[src/rtl/vadd_float_sequencer.sv]
// Run-length sequencer between the kernel AXI4-Stream ports and vadd_float_adder.
// Admits exactly `length` operand beats per run, frames the result stream and reports upstream tlast errors.
module vadd_float_sequencer #(
  parameter int C_AXIS_TDATA_WIDTH = 32,
  parameter int C_LEN_WIDTH        = 32
) (
  input  logic                              ap_aclk,
  input  logic                              ap_areset,
  input  logic                              ap_start,
  input  logic [C_LEN_WIDTH-1:0]            length,
  output logic                              ap_idle,
  output logic                              ap_done,
  output logic                              ap_ready,
  output logic                              err_tlast,

  input  logic                              s_axis_a_tvalid,
  output logic                              s_axis_a_tready,
  input  logic [C_AXIS_TDATA_WIDTH-1:0]     s_axis_a_tdata,
  input  logic [C_AXIS_TDATA_WIDTH/8-1:0]   s_axis_a_tkeep,
  input  logic                              s_axis_a_tlast,

  input  logic                              s_axis_b_tvalid,
  output logic                              s_axis_b_tready,
  input  logic [C_AXIS_TDATA_WIDTH-1:0]     s_axis_b_tdata,
  input  logic [C_AXIS_TDATA_WIDTH/8-1:0]   s_axis_b_tkeep,
  input  logic                              s_axis_b_tlast,

  output logic                              m_axis_a_tvalid,
  input  logic                              m_axis_a_tready,
  output logic [C_AXIS_TDATA_WIDTH-1:0]     m_axis_a_tdata,
  output logic [C_AXIS_TDATA_WIDTH/8-1:0]   m_axis_a_tkeep,
  output logic                              m_axis_a_tlast,

  output logic                              m_axis_b_tvalid,
  input  logic                              m_axis_b_tready,
  output logic [C_AXIS_TDATA_WIDTH-1:0]     m_axis_b_tdata,
  output logic [C_AXIS_TDATA_WIDTH/8-1:0]   m_axis_b_tkeep,
  output logic                              m_axis_b_tlast,

  input  logic                              s_axis_c_tvalid,
  output logic                              s_axis_c_tready,
  input  logic [C_AXIS_TDATA_WIDTH-1:0]     s_axis_c_tdata,
  input  logic [C_AXIS_TDATA_WIDTH/8-1:0]   s_axis_c_tkeep,
  input  logic                              s_axis_c_tlast,

  output logic                              m_axis_c_tvalid,
  input  logic                              m_axis_c_tready,
  output logic [C_AXIS_TDATA_WIDTH-1:0]     m_axis_c_tdata,
  output logic [C_AXIS_TDATA_WIDTH/8-1:0]   m_axis_c_tkeep,
  output logic                              m_axis_c_tlast
);

  localparam logic [1:0] IDLE = 2'd0;
  localparam logic [1:0] RUN  = 2'd1;
  localparam logic [1:0] DONE = 2'd2;

  localparam logic [C_LEN_WIDTH-1:0] ONE = {{(C_LEN_WIDTH-1){1'b0}}, 1'b1};

  logic [1:0]             state;
  logic [C_LEN_WIDTH-1:0] len_r;
  logic [C_LEN_WIDTH-1:0] len_last;
  logic [C_LEN_WIDTH-1:0] cnt_a;
  logic [C_LEN_WIDTH-1:0] cnt_b;
  logic [C_LEN_WIDTH-1:0] cnt_c;
  logic                   running;
  logic                   en_a;
  logic                   en_b;
  logic                   en_c;
  logic                   hs_a;
  logic                   hs_b;
  logic                   hs_c;
  logic                   last_c;
  logic                   bad_a;
  logic                   bad_b;
  logic                   unused_c_tlast;

  // The adder's own tlast carries no framing we trust; the result frame comes from cnt_c.
  assign unused_c_tlast = s_axis_c_tlast;

  assign running  = (state == RUN);
  assign len_last = len_r - ONE;

  assign en_a = running && (cnt_a < len_r);
  assign en_b = running && (cnt_b < len_r);
  assign en_c = running && (cnt_c < len_r);

  assign m_axis_a_tvalid = s_axis_a_tvalid & en_a;
  assign s_axis_a_tready = m_axis_a_tready & en_a;
  assign m_axis_a_tdata  = s_axis_a_tdata;
  assign m_axis_a_tkeep  = s_axis_a_tkeep;
  assign m_axis_a_tlast  = s_axis_a_tlast;

  assign m_axis_b_tvalid = s_axis_b_tvalid & en_b;
  assign s_axis_b_tready = m_axis_b_tready & en_b;
  assign m_axis_b_tdata  = s_axis_b_tdata;
  assign m_axis_b_tkeep  = s_axis_b_tkeep;
  assign m_axis_b_tlast  = s_axis_b_tlast;

  assign m_axis_c_tvalid = s_axis_c_tvalid & en_c;
  assign s_axis_c_tready = m_axis_c_tready & en_c;
  assign m_axis_c_tdata  = s_axis_c_tdata;
  assign m_axis_c_tkeep  = s_axis_c_tkeep;
  assign last_c          = (cnt_c == len_last);
  assign m_axis_c_tlast  = last_c;

  assign hs_a = s_axis_a_tvalid & s_axis_a_tready;
  assign hs_b = s_axis_b_tvalid & s_axis_b_tready;
  assign hs_c = s_axis_c_tvalid & s_axis_c_tready;

  // An operand beat is misframed when its tlast disagrees with its position in the run.
  assign bad_a = hs_a && (s_axis_a_tlast != (cnt_a == len_last));
  assign bad_b = hs_b && (s_axis_b_tlast != (cnt_b == len_last));

  assign ap_idle  = (state == IDLE);
  assign ap_done  = (state == DONE);
  assign ap_ready = ap_done;

  always_ff @(posedge ap_aclk) begin
    if (ap_areset) begin
      state     <= IDLE;
      len_r     <= '0;
      cnt_a     <= '0;
      cnt_b     <= '0;
      cnt_c     <= '0;
      err_tlast <= 1'b0;
    end else begin
      case (state)
        IDLE: begin
          if (ap_start) begin
            err_tlast <= 1'b0;
            if (length != '0) begin
              len_r <= length;
              cnt_a <= '0;
              cnt_b <= '0;
              cnt_c <= '0;
              state <= RUN;
            end else begin
              state <= DONE;
            end
          end
        end
        RUN: begin
          if (hs_a) cnt_a <= cnt_a + ONE;
          if (hs_b) cnt_b <= cnt_b + ONE;
          if (hs_c) cnt_c <= cnt_c + ONE;
          if (bad_a || bad_b) err_tlast <= 1'b1;
          if (hs_c && last_c) state <= DONE;
        end
        DONE: state <= IDLE;
        default: state <= IDLE;
      endcase
    end
  end

endmodule
[config.mk]
export PLATFORM = sky130hd
export DESIGN_NAME = vadd_float_sequencer
export DESIGN_NICKNAME = d
export VERILOG_FILES = /design/src/rtl/vadd_float_sequencer.sv
export SDC_FILE = /design/constraint.sdc
export NUM_CORES = 1
export LEC_CHECK = 0
export BUFFER_PORTS_ARGS = -buffer_cell sky130_fd_sc_hd__buf_2
export CORE_ASPECT_RATIO = 0.8
export CORE_MARGIN = 8
export CORE_UTILIZATION = 45
export DETAILED_ROUTE_END_ITERATION = 12
export PLACE_DENSITY_LB_ADDON = 0.08
export SLEW_MARGIN = 25
export SYNTH_ARGS = -nofsm -noshare
export SYNTH_HDL_FRONTEND = slang
export SYNTH_SLANG_ARGS = --single-unit
[constraint.sdc]
create_clock -name ap_aclk -period 8.3 [get_ports ap_aclk]
set_clock_uncertainty 0.2 [all_clocks]
set_input_delay 0 -clock ap_aclk [delete_from_list [all_inputs] [get_ports ap_aclk]]
set_output_delay 0 -clock ap_aclk [all_outputs]
set_load 0.1 [all_outputs]
## After elaboration in Yosys (flattened, before gate mapping)

Cells that the tools add are included.

- Bits in read-only memories: 0
- Memories kept: 0
- Register bits: 131
- Logic and storage cells: 67
- Input port bits: 152
- Memory bits (writable): 0
- Output and inout port bits: 121
- Latch bits: 0

- Reductions and logical operators: 16
- Multiply operators: 0
- Multiplexer cells: 15
- Eq/ne operators: 14
- $add $sub $neg: 4
- Bitwise logic cells: 9
- Order comparisons: 3
- Div/mod/pow operators: 0
- Shifts and indexed selects: 0

Operators with widths:

| kind | number |
|---|---|
| 32-bit case mux with 2 select lines | 3 |
| 32-bit 2-to-1 mux | 5 |
| 32-bit by 1-bit adder with 32-bit output, second input constant | 3 |
| 32-bit equality test | 3 |
| 32-bit < comparator | 3 |
| 32-bit nonzero test | 1 |
| 32-bit by 1-bit subtractor with 32-bit output, second input constant | 1 |
| 2-bit by 1-bit != test with 1-bit output, second input constant | 6 |
| 4-bit AND reduction | 3 |
| 1-bit AND | 9 |
| 1-bit logical AND | 6 |
| 2-bit 2-to-1 mux | 3 |
| 3-bit AND reduction | 2 |
| 2-bit case mux with 2 select lines | 1 |
| 2-bit by 1-bit equality test with 1-bit output, second input constant | 1 |
| 2-bit equality test, second input constant | 1 |
| 2-bit logical NOT | 1 |
| 1-bit 2-to-1 mux | 2 |
| 1-bit != test | 2 |
| 2-bit != test, second input constant | 1 |
| 1-bit case mux with 2 select lines | 1 |
| 2-bit AND reduction | 1 |
| 2-bit nonzero test | 1 |
| 1-bit logical OR | 1 |

## Logic depth before layout (Yosys ltp)

Gate-level depths: netlist of the first run.

- Depth after elaboration: 8
- Mapped depth: 15
- Depth with buffers taken out: 12

## Worst setup path before layout of the first run

Ideal clock, no wire load.

- Path type: register to register
- Start: register len_r[1]
- End: register state[0]
- Arrival: 5.960 ns
- Path slack: 1.994 ns
- Data required time: 7.955 ns
- Path buffers: 2
- Cell stages (with the launch flop): 15
- Setup time: 0.145 ns
- Clock period less this slack: 6.306 ns
- Cell sequence: dfxtp_1 -> clkbuf_1 -> inv_1 -> ha_1 -> buf_2 -> or4b_1 -> nor4_1 -> xnor2_1 -> xor2_1 -> and4_1 -> nand4_1 -> nor4b_1 -> nand2_1 -> nand2_1 -> a21oi_1

- Elaborated cells between the ends (all ways): 9
- Those cells by class: add/sub (1); order compare (1); eq/ne (2); bitwise (2); reduce/logical (3)

RTL lines:

| item | line | text |
|---|---|---|
| start, declared | 60 | `logic [C_LEN_WIDTH-1:0] len_r;` |
| start signal, assigned | 132 | `len_r <= length;` |
| 32-bit by 1-bit subtractor with 32-bit output | 81 | `assign len_last = len_r - ONE;` |
| 32-bit equality test | 103 | `assign last_c = (cnt_c == len_last);` |
| named net m_axis_c_tlast | 50 | `output logic m_axis_c_tlast` |
| 1-bit logical AND | 147 | `if (hs_c && last_c) state <= DONE;` |
| 2-bit by 1-bit != test with 1-bit output (no line) | -- |  |
| 2-bit AND reduction (no line) | -- |  |
| end signal, assigned | 147 |  |
| end signal, assigned | 149 | `DONE: state <= IDLE;` |
| end signal, assigned | 150 | `default: state <= IDLE;` |
| end, declared | 59 | `logic [1:0] state;` |

The timed path passes the listed nets, and every way through them passes these cells.
A chain may end at the register's enable or synchronous reset.

## Worst setup path after layout of the first run

- Start: register len_r[4]
- End: register err_tlast

- Word-level cells in the longest chain between the ends: 8
- Elaborated cells between the ends (all ways): 18
- Those cells by class: add/sub (1); order compare (2); eq/ne (5); bitwise (4); reduce/logical (6)

RTL lines:

| item | line | text |
|---|---|---|
| branches (longest 5 deep; another with 32-bit by 1-bit subtractor with 32-bit output) | -- |  |
| 1-bit logical OR (*) | 146 | `if (bad_a \|\| bad_b) err_tlast <= 1'b1;` |
| 2-bit by 1-bit != test with 1-bit output (no line) (*) | -- |  |
| 3-bit AND reduction (no line) (*) | -- |  |
| end signal, assigned | 125 | `err_tlast <= 1'b0;` |
| end signal, assigned | 130 | `err_tlast <= 1'b0;` |
| end signal, assigned | 146 |  |
| end, declared | 14 | `output logic err_tlast,` |

Mark *: on every way between the ends.

==> run metrics, run 1 <==
HP Class in -> out; switch share 37.4%; Die H 161 um; nets@finish 1,778; clock sink count 131; largest net degree at the start of global routing 91; aggregate global routing overflow 0; sequential power share 29.9%; Root Buffer clkbuf_16; CTS H-tree depth 4; Synth top cells by count nor2_1, dfxtp_1, buf_4; RSZ-0062 raised after global routing false; vias in the first global route 10,600; crit path kind reg -> reg; ys flop type dfxtp_1; Synth cell types 81; Std-Cell Rows 53; cell taking the most area after synthesis dfxtp_1; placed inst area 0.0115 sq mm; final wirelength 41,200 um; Reg2Reg Setup Slack 2.81 ns; Worst path max stage delay 0.81 ns; Yosys reg bits 131; DRC 0; yosys warns 0; total number of vias 10,900; Max Fanout on Critical Path 13; Finished Layout Cells 1,896; GP Congestion 0.946; number of diodes 0; EDFF count, synth 0; Max Buffers Root-to-Sink 2; outcome finished clean; worst-margin pin slew 1.11 ns; Final period util 66.1%; vias per cell 5.76; count leader, synth nor2_1; Pwr Total 2260 uW; Syn-to-layout area delta 18.1%; Mapped Cells 1,446; CP Launch Type register; syn_area_per_cell 8.22 sq um; Cells after DPL 1,679; crit path cell chain nor3_2, nand4_1, or4_1, xnor2_1, a221oi_1, nand4_1, nor4_1, xor2_1, a221oi_1, a211oi_2, dlygate4sd3_1; post_cts resized 0; area of the multi-input gates 0.00791 sq mm; relative slew slack 25.2%; Syn Std Cell Area 0.0119 sq mm; IO Port Bufs 55; critical path arrival 5.61 ns; Chip Width 198 um; final cell area excluding filler cells 0.0140 sq mm; FF/Latch Area 0.00262 sq mm; CTS tree yes; Worst Path Required 8.42 ns; Post-Route Setup TNS 0 ns; Area contributors post-synth dfxtp_1, ha_1, buf_4; Die ar. 0.0319 sq mm; Initial Util 45.5%; area share of the largest cell type after synthesis 22.1%; GR Util All Layers 25.4%; Worst VDD drop 157 uV; CP endpoint kind register; Clock power frac 37.7%; Synth async-reset ratio 0%; Max Slew Vio Count 0; Mapped Nets 1,698; DR WL/cell 21.7 um; layout cells sized above 1 8.25%; first-pass GRT wire length 62,900 um; core footprint 0.0261 sq mm; drt first pass iters 5; leakage power 0.00562 uW; Num CTS Buffers 17; Worst path slowest cell or4_1; drt initial violations 872; Final Hold Fails 0; power per cell area 161 mW/mm^2; Fill cells 2,478; Detail Placement HPWL 29,700 um; DRT antenna net count 0; worst skew pair latency 0.44 ns; I/O pins 273; FMAX 182 MHz; Net Sw Power 844 uW; Logic pwr share 32.3%; initial antenna violation count 0; max-cap violation count 0; clock slew at reported path FFs 0.06 ns; final setup vio count 0; Power Internal 1420 uW; minimum clock period 5.49 ns; register area share after synthesis 22.1%
kinds of logic after synthesis:
| logic type | synth area share [%] |
|---|---|
| AO/OA/AOI/OAI | 12.8 |
| XOR/XNOR | 14.6 |
| adder cells (fa/ha/maj) | 10.5 |
| buffers and inverters | 11.5 |
| flip-flops | 22.1 |
| multiplexers | 3.03 |
| AND/OR/NAND/NOR | 25.5 |
per-stage QoR:
step / setup WS [ns] / hold WS (ns) / utilization, %
finish: 2.81 / 0.227 / 53.8
global route: 2.56 / 0.240 / 53.8
CTS: 2.89 / 0.230 / 53.6
detailed placement: 3.37 / -0.199 / 44.1
global placement: 3.38 / -0.199 / 44.1
floorplan: 1.99 / -0.107 / -
power groups by stage:
| stage | combinational [uW] | clock (uW) | sequential [uW] |
|---|---|---|---|
| after floorplan | 594 | 0 | 660 |
| after global placement | 443 | 0 | 689 |
| after detailed placement | 443 | 0 | 689 |
| after CTS | 723 | 870 | 675 |
| after global routing | 773 | 889 | 678 |
| final | 731 | 852 | 677 |
final timing paths:
kind	from	endpoint	cells after the start
setup / recovery	len_r[4]	err_tlast	11
hold / removal	s_axis_b_tlast	m_axis_b_tlast	2
setup reg to reg	len_r[4]	err_tlast	11
hold reg to reg	cnt_b[31]	cnt_b[31]	2
layout make-up:
| class | instances | area share, % |
|---|---|---|
| inverter | 59 | 1.58 |
| clock buffer | 20 | 3.25 |
| tap | 357 | 3.18 |
| clock inverter | 12 | 1.44 |
| multi-input combinational | 1071 | 56.3 |
| timing repair buffer | 246 | 15.6 |
| sequential | 131 | 18.7 |
per-layer routing:
metal	GRT usage [%]	up-vias	routed length [um]
met5	0	-	0
met4	6.64	0	789
met3	5.61	48	3410
met2	37.8	445	17600
met1	36.2	5159	19400
li1	-	5267	-
critical path: cells and delay by family, from the launching register on:
family / cells / cell delay (ns)
buf+inv: 1 / 0.59
flops: 1 / 0.47
simple gates: 5 / 2.65
compound gates: 3 / 1.11
xor+xnor: 2 / 0.32
sequential cells by signal, summed over array words and instances, names as in the netlist:
name	cells
cnt_b	32
err_tlast	1
cnt_c	32
cnt_a	32
len_r	32
state	2
placed cells by master (no fill, tap or decap), types with 7 or more instances in the layout:
cell and n:
xnor2_1 85, nor4b_1 7, or3_1 33, o21ai_0 38
a21oi_1 53, and2_1 19, inv_1 59, ha_1 100
o211ai_1 10, nor2_1 155, nor4_1 33, nand4_1 55
o2111ai_1 7, a21o_1 19, or4_1 11, nand2b_1 9
mux2i_1 36, xnor3_1 23, nor2b_1 11, dlygate4sd3_1 183
dfxtp_1 131, o21a_1 12, nor3_1 33, and3_1 14
o31ai_1 8, and4_1 14, clkbuf_16 17, a211oi_1 14
xor2_1 54, buf_2 55, nand2_1 69, nand3_1 49
what timing repair did:
| action | CTS | global route |
|---|---|---|
| setup buffers | 0 | 0 |
| hold endpoints to repair | 149 | 0 |
| hold buffers | 183 | 0 |
(Power assumes the default switching activity.)
==> inputs of run 2 (changes only) <==
==> constraint.sdc (replaced) <==
create_clock -name ap_aclk -period 5.4 [get_ports ap_aclk]
set_clock_uncertainty 0.2 [all_clocks]
set_input_delay 0 -clock ap_aclk [delete_from_list [all_inputs] [get_ports ap_aclk]]
set_output_delay 0 -clock ap_aclk [all_outputs]
set_load 0.1 [all_outputs]
==> run 2 against run 1 <==
Compared with the run above:
- combinational power up 56%
- core utilization down 0.53 points
- final cell count barely moved
==> run metrics, run 2 (synthesis gave the netlist of run 1 again) <==
core footprint 0.0261 sq mm (unchanged); layout cells sized above 1 8.45% (was 8.25%); Worst VDD drop 229 uV (was 157 uV); worst reg2reg path endpoint err_tlast (unchanged); Reg2Reg Setup Slack 0.81 ns (was 2.81 ns); Max Slew Vio Count 0 (unchanged); Num CTS Buffers 17 (unchanged); path depth of the worst reg2reg path 10 (was 11); final wirelength 41,500 um (was 41,200 um); Max Buffers Root-to-Sink 2 (unchanged); drt initial violations 963 (was 872); placed inst area 0.0116 sq mm (was 0.0115 sq mm); first-pass GRT wire length 63,500 um (was 62,900 um); IO Port Bufs 55 (unchanged); outcome finished clean (unchanged); number of diodes 0 (unchanged); leading cell type in the layout, fill and taps excluded dlygate4sd3_1 (unchanged); largest net degree at the start of global routing 91 (unchanged); Final Hold Fails 0 (unchanged); r2r startpoint len_r[2] (was len_r[4]); Min-Delay Path Depth 3 (was 2); crit path kind reg -> out (was reg -> reg); hold path start s_axis_c_tvalid (was s_axis_b_tlast); Root Buffer clkbuf_16 (unchanged); fin worst setup slack 0.748 ns (was 2.81 ns); initial antenna violation count 0 (unchanged); worst skew pair latency 0.44 ns (about the same); HP Class in -> reg (was in -> out); RSZ-0062 raised after global routing false (unchanged); Syn-to-layout area delta 17.0% (was 18.1%); clock sink count 131 (unchanged); aggregate global routing overflow 0 (unchanged); Max Fanout on Critical Path 13 (unchanged); drt first pass iters 6 (was 5); relative slew slack 30.7% (was 25.2%); final setup vio count 0 (unchanged); Std-Cell Rows 53 (unchanged); Die H 161 um (unchanged); Post-Route Setup TNS 0 ns (unchanged); clock slew at reported path FFs 0.06 ns (about the same); nets@finish 1,777 (was 1,778); Initial Util 45.5% (unchanged); DRT antenna net count 0 (unchanged); most frequent cells in the layout dlygate4sd3_1, nor2_1, dfxtp_1, ha_1, xnor2_1 (unchanged); GP Congestion 0.926 (was 0.946); vias per cell 5.76 (about the same); power per cell area 233 mW/mm^2 (was 161 mW/mm^2); total number of vias 10,900 (about the same); minimum clock period 4.65 ns; CP endpoint kind output pin (was register); Chip Width 198 um (unchanged); FMAX 215 MHz; worst-margin pin slew 1.04 ns (was 1.11 ns); CTS H-tree depth 4 (unchanged); GR Util All Layers 25.7% (was 25.4%); DR WL/cell 21.9 um (was 21.7 um); max-cap violation count 0 (unchanged); critical path arrival 4.45 ns (was 5.61 ns); vias in the first global route 10,800 (was 10,600); Worst Path Required 5.20 ns (was 8.42 ns); post_cts resized 0 (unchanged); CP Launch Type register (unchanged); I/O pins 273 (unchanged); hold path endpoint cnt_c[0] (was m_axis_b_tlast); Final period util 86.1%; pre-CTS WS 0.939 ns (was 3.37 ns); Detail Placement HPWL 30,300 um (was 29,700 um); leakage power 0.00556 uW (was 0.00562 uW); CTS tree yes (unchanged); final cell area excluding filler cells 0.0139 sq mm (was 0.0140 sq mm); DRC 0 (unchanged); Die ar. 0.0319 sq mm (unchanged)
==> run 2: changes by cell type in the layout (fill, tap and decap cells not counted), moves of 2 or more <==
cell	delta
buf_4	+5
clkinv_2	+4
clkbuf_1	+2
bufinv_16	-5
dlygate4sd3_1	-5
==> run 2: metal layers <==
metal | vias up | track usage [%] | part of all wire (%)
met1 | 5178 | 36.2 | 48
met5 | - | 0 | 0
met4 | 0 | 7.08 | 2.2
met3 | 52 | 5.64 | 7.1
li1 | 5271 | - | -
met2 | 413 | 38.6 | 43
==> run 2: worst max-delay path by stage <==
stage	to	start
after floorplan	state[0]	len_r[1]
after global placement	cnt_c[27]	len_r[26]
after detailed placement	cnt_c[27]	len_r[26]
after CTS	m_axis_c_tlast	len_r[2]
after global routing	m_axis_c_tlast	len_r[2]
final	m_axis_c_tlast	len_r[2]
==> run 2: worst max-delay path, cell delays in order, from the launching register on <==
cell,delay [ns]
dfxtp_1,0.45
nor4_4,0.79
nand4_1,0.53
nor4_2,0.69
xnor2_1,0.19
and4_1,0.20
nand4_1,0.13
nor4b_2,0.52
buf_2,0.52
==> run 2: layout make-up <==
cell class,instances,area (sq um)
fill,2537,12200
multi-input combinational,1071,7920
sequential,131,2620
timing repair buffer,245,2170
clock buffer,23,478
tap,357,447
inverter,59,221
clock inverter,9,56.3
==> run 2: power breakdown <==
| group | total (uW) | leakage (uW) | switching (uW) | internal, uW |
|---|---|---|---|---|
| logic | 1140 | 0.00424 | 787 | 349 |
| registers | 1030 | 0.00106 | 49.5 | 984 |
| clock network | 1070 | 0.000259 | 452 | 619 |
| total | 3240 | 0.00556 | 1290 | 1950 |
==> run 2: timing repair <==
item	in CTS	in global routing
endpoints found under the setup margin	0	0
hold buffers	178	0
buffers inserted	0	0
hold endpoints to repair	149	0
==> run 2: per-stage QoR <==
stage	total power (uW)	std cells	hold WS [ns]	utilization [%]
after detailed placement	1750	1684	-0.199	44.3
after CTS	3250	1894	0.00322	53.1
after floorplan	1930	1446	-0.107	-
after global placement	1750	1684	-0.199	44.3
final	3240	1895	0.0548	53.2
after global routing	3370	1895	0.0590	53.2
==> inputs of run 3 (changes only) <==
--- a/config.mk
+++ b/config.mk
@@ -6,9 +6,11 @@
 export NUM_CORES = 1
 export LEC_CHECK = 0
 export BUFFER_PORTS_ARGS = -buffer_cell sky130_fd_sc_hd__buf_2
+export CELL_PAD_IN_SITES_DETAIL_PLACEMENT = 1
+export CELL_PAD_IN_SITES_GLOBAL_PLACEMENT = 2
 export CORE_ASPECT_RATIO = 0.8
 export CORE_MARGIN = 8
-export CORE_UTILIZATION = 45
+export CORE_UTILIZATION = 32
 export DETAILED_ROUTE_END_ITERATION = 12
 export PLACE_DENSITY_LB_ADDON = 0.08
 export SLEW_MARGIN = 25
==> run 3 against run 2 <==
Compared with the run above:
- setup slack got worse by 0.49 ns
- flip-flop and latch count stayed put
- final cell count rose by 7.5%
- final area grew 2.2%
- maximum frequency shrank 9.5%
- critical endpoint is now err_tlast
==> run metrics, run 3 (synthesis gave the netlist of run 1 again) <==
Die ar. 0.0436 sq mm (was 0.0319 sq mm); Final period util 95.2% (was 86.1%); Worst path max stage delay 0.76 ns (was 0.79 ns); CTS H-tree depth 4 (unchanged); CTS tree yes (unchanged); Worst Path Required 5.54 ns (was 5.20 ns); critical path arrival 5.28 ns (was 4.45 ns); power per cell area 239 mW/mm^2 (was 233 mW/mm^2); DRT antenna net count 0 (unchanged); IO Port Bufs 55 (unchanged); CP endpoint kind register (was output pin); Initial Util 32.3% (was 45.5%); RSZ-0062 raised after global routing false (unchanged); grt met1 use 32.7% (was 36.2%); Worst Path Buf+Inv 2 (was 1); Hold Slack 0.0422 ns (was 0.0548 ns); number of diodes 0 (unchanged); setup bufs post-CTS 0 (unchanged); most frequent CP cell nand4_1 (unchanged); worst skew pair latency 0.46 ns (was 0.44 ns); CP top delay family simple AND/OR/NAND/NOR gates (unchanged); Root Buffer clkbuf_16 (unchanged); max-cap violation count 0 (unchanged); GR Util All Layers 22.5% (was 25.7%); leakage power 0.00566 uW (was 0.00556 uW); final wirelength 49,900 um (was 41,500 um); Max Slew Vio Count 0 (unchanged); Worst path slowest cell nor3_1 (was nor4_4); met3 Use GR 3.02% (was 5.64%); nets@finish 1,794 (was 1,777); DRC 0 (unchanged); vias per cell 5.44 (was 5.76); aggregate global routing overflow 0 (unchanged); FMAX 195 MHz (was 215 MHz); Detail Placement HPWL 36,800 um (was 30,300 um); Std-Cell Rows 63 (was 53); HP Class in -> reg (unchanged); Syn-to-layout area delta 19.6% (was 17.0%); final setup vio count 0 (unchanged); Max Buffers Root-to-Sink 2 (unchanged); Num CTS Buffers 17 (unchanged); vias in the first global route 11,500 (was 10,800); crit path cell chain inv_1, ha_1, nor2b_1, nand4_1, nor3_1, xnor3_1, nor4_1, nand4_1, nor4_2, xor2_1, a221oi_2, a211oi_2, dlygate4sd3_1 (was nor4_4, nand4_1, nor4_2, xnor2_1, and4_1, nand4_1, nor4b_2, buf_2); initial antenna violation count 1 (was 0); final cell area excluding filler cells 0.0142 sq mm (was 0.0139 sq mm); relative slew slack 29.3% (was 30.7%); GP Congestion 0.887 (was 0.926); outcome finished clean (unchanged); clock sink count 131 (unchanged); core footprint 0.0368 sq mm (was 0.0261 sq mm); first-pass GRT wire length 74,200 um (was 63,500 um); most frequent cells in the layout dlygate4sd3_1, nor2_1, dfxtp_1, ha_1, xnor2_1 (unchanged); Max Fanout on Critical Path 10 (was 13); M2 GR Usage 35.0% (was 38.6%); layout cells sized above 1 9.28% (was 8.45%); Worst VDD drop 177 uV (was 229 uV); worst-margin pin slew 1.06 ns (was 1.04 ns); minimum clock period 5.14 ns (was 4.65 ns); Chip Width 232 um (was 198 um); I/O pins 273 (unchanged); largest net degree at the start of global routing 47 (was 91); crit path kind reg -> reg (was reg -> out); Die H 188 um (was 161 um); Finished Layout Cells 2,038 (was 1,895); CP Launch Type register (unchanged); placed inst area 0.0119 sq mm (was 0.0116 sq mm); clock slew at reported path FFs 0.06 ns (about the same); Top Usage Layer GRT met2 (unchanged); total number of vias 11,100 (was 10,900); Final Hold Fails 0 (unchanged); leading cell type in the layout, fill and taps excluded dlygate4sd3_1 (unchanged); Post-Route Setup TNS 0 ns (unchanged); DR WL/cell 24.5 um (was 21.9 um); Cells after DPL 1,831 (was 1,684); drt first pass iters 5 (was 6); drt initial violations 695 (was 963)
==> run 3: cell count changes in the layout (fill, tap and decap cells not counted), sizes merged <==
cell and delta:
buf +16, bufinv +2, clkinv -4, clkinvlp -2, dlygate4sd3 +1
==> run 3: cell type report <==
cell class              instances  area, sq um
clock buffers                  23          488
clock inverters                 5         77.6
fillers                      4298        22600
inverters                      59          221
multi-input cells            1071         7920
flip-flops and latches        131         2620
well taps                     487          609
repair buffers                262         2280
==> run 3: path summary, 6_finish.rpt <==
check             cells after the start         to             from  slack (ns)
hold reg to reg                       1   cnt_b[0]         cnt_b[0]        0.34
setup reg to reg                     13  err_tlast         len_r[1]        0.26
hold / removal                        3   cnt_c[0]  s_axis_c_tvalid        0.04
setup / recovery                     13  err_tlast         len_r[1]        0.26
==> run 3: per-stage QoR <==
step                utilization [%]  power (uW)  setup WS, ns
CTS                            38.6        3430         0.128
floorplan                         -        1930         0.608
finish                         38.6        3400         0.260
detailed placement             32.2        1810         0.690
global placement               32.2        1800         0.714
global route                   38.6        3540        0.0728
==> run 3: where the power goes <==
group	internal, uW	switching [uW]	total [uW]
clock network	715	461	1180
logic	363	825	1190
registers	984	47.1	1030
==> run 3: per-layer routing <==
layer	wire length, um	vias to the layer above
met2	22300	246
met5	0	-
met1	25200	5514
li1	-	5303
met3	1830	29
met4	528	0
==> run 3: tightest hold or removal path, delay by kind of cell <==
kind	cells	cell delay [ns]
buffers and inverters	1	0.11
AO/OA/AOI/OAI	2	0.54
==> run 3: what timing repair did <==
item | CTS | global route
hold buffers | 179 | 0
gates resized for setup | 0 | 1
endpoints found under the setup margin | 0 | 1
hold endpoints to repair | 149 | 0
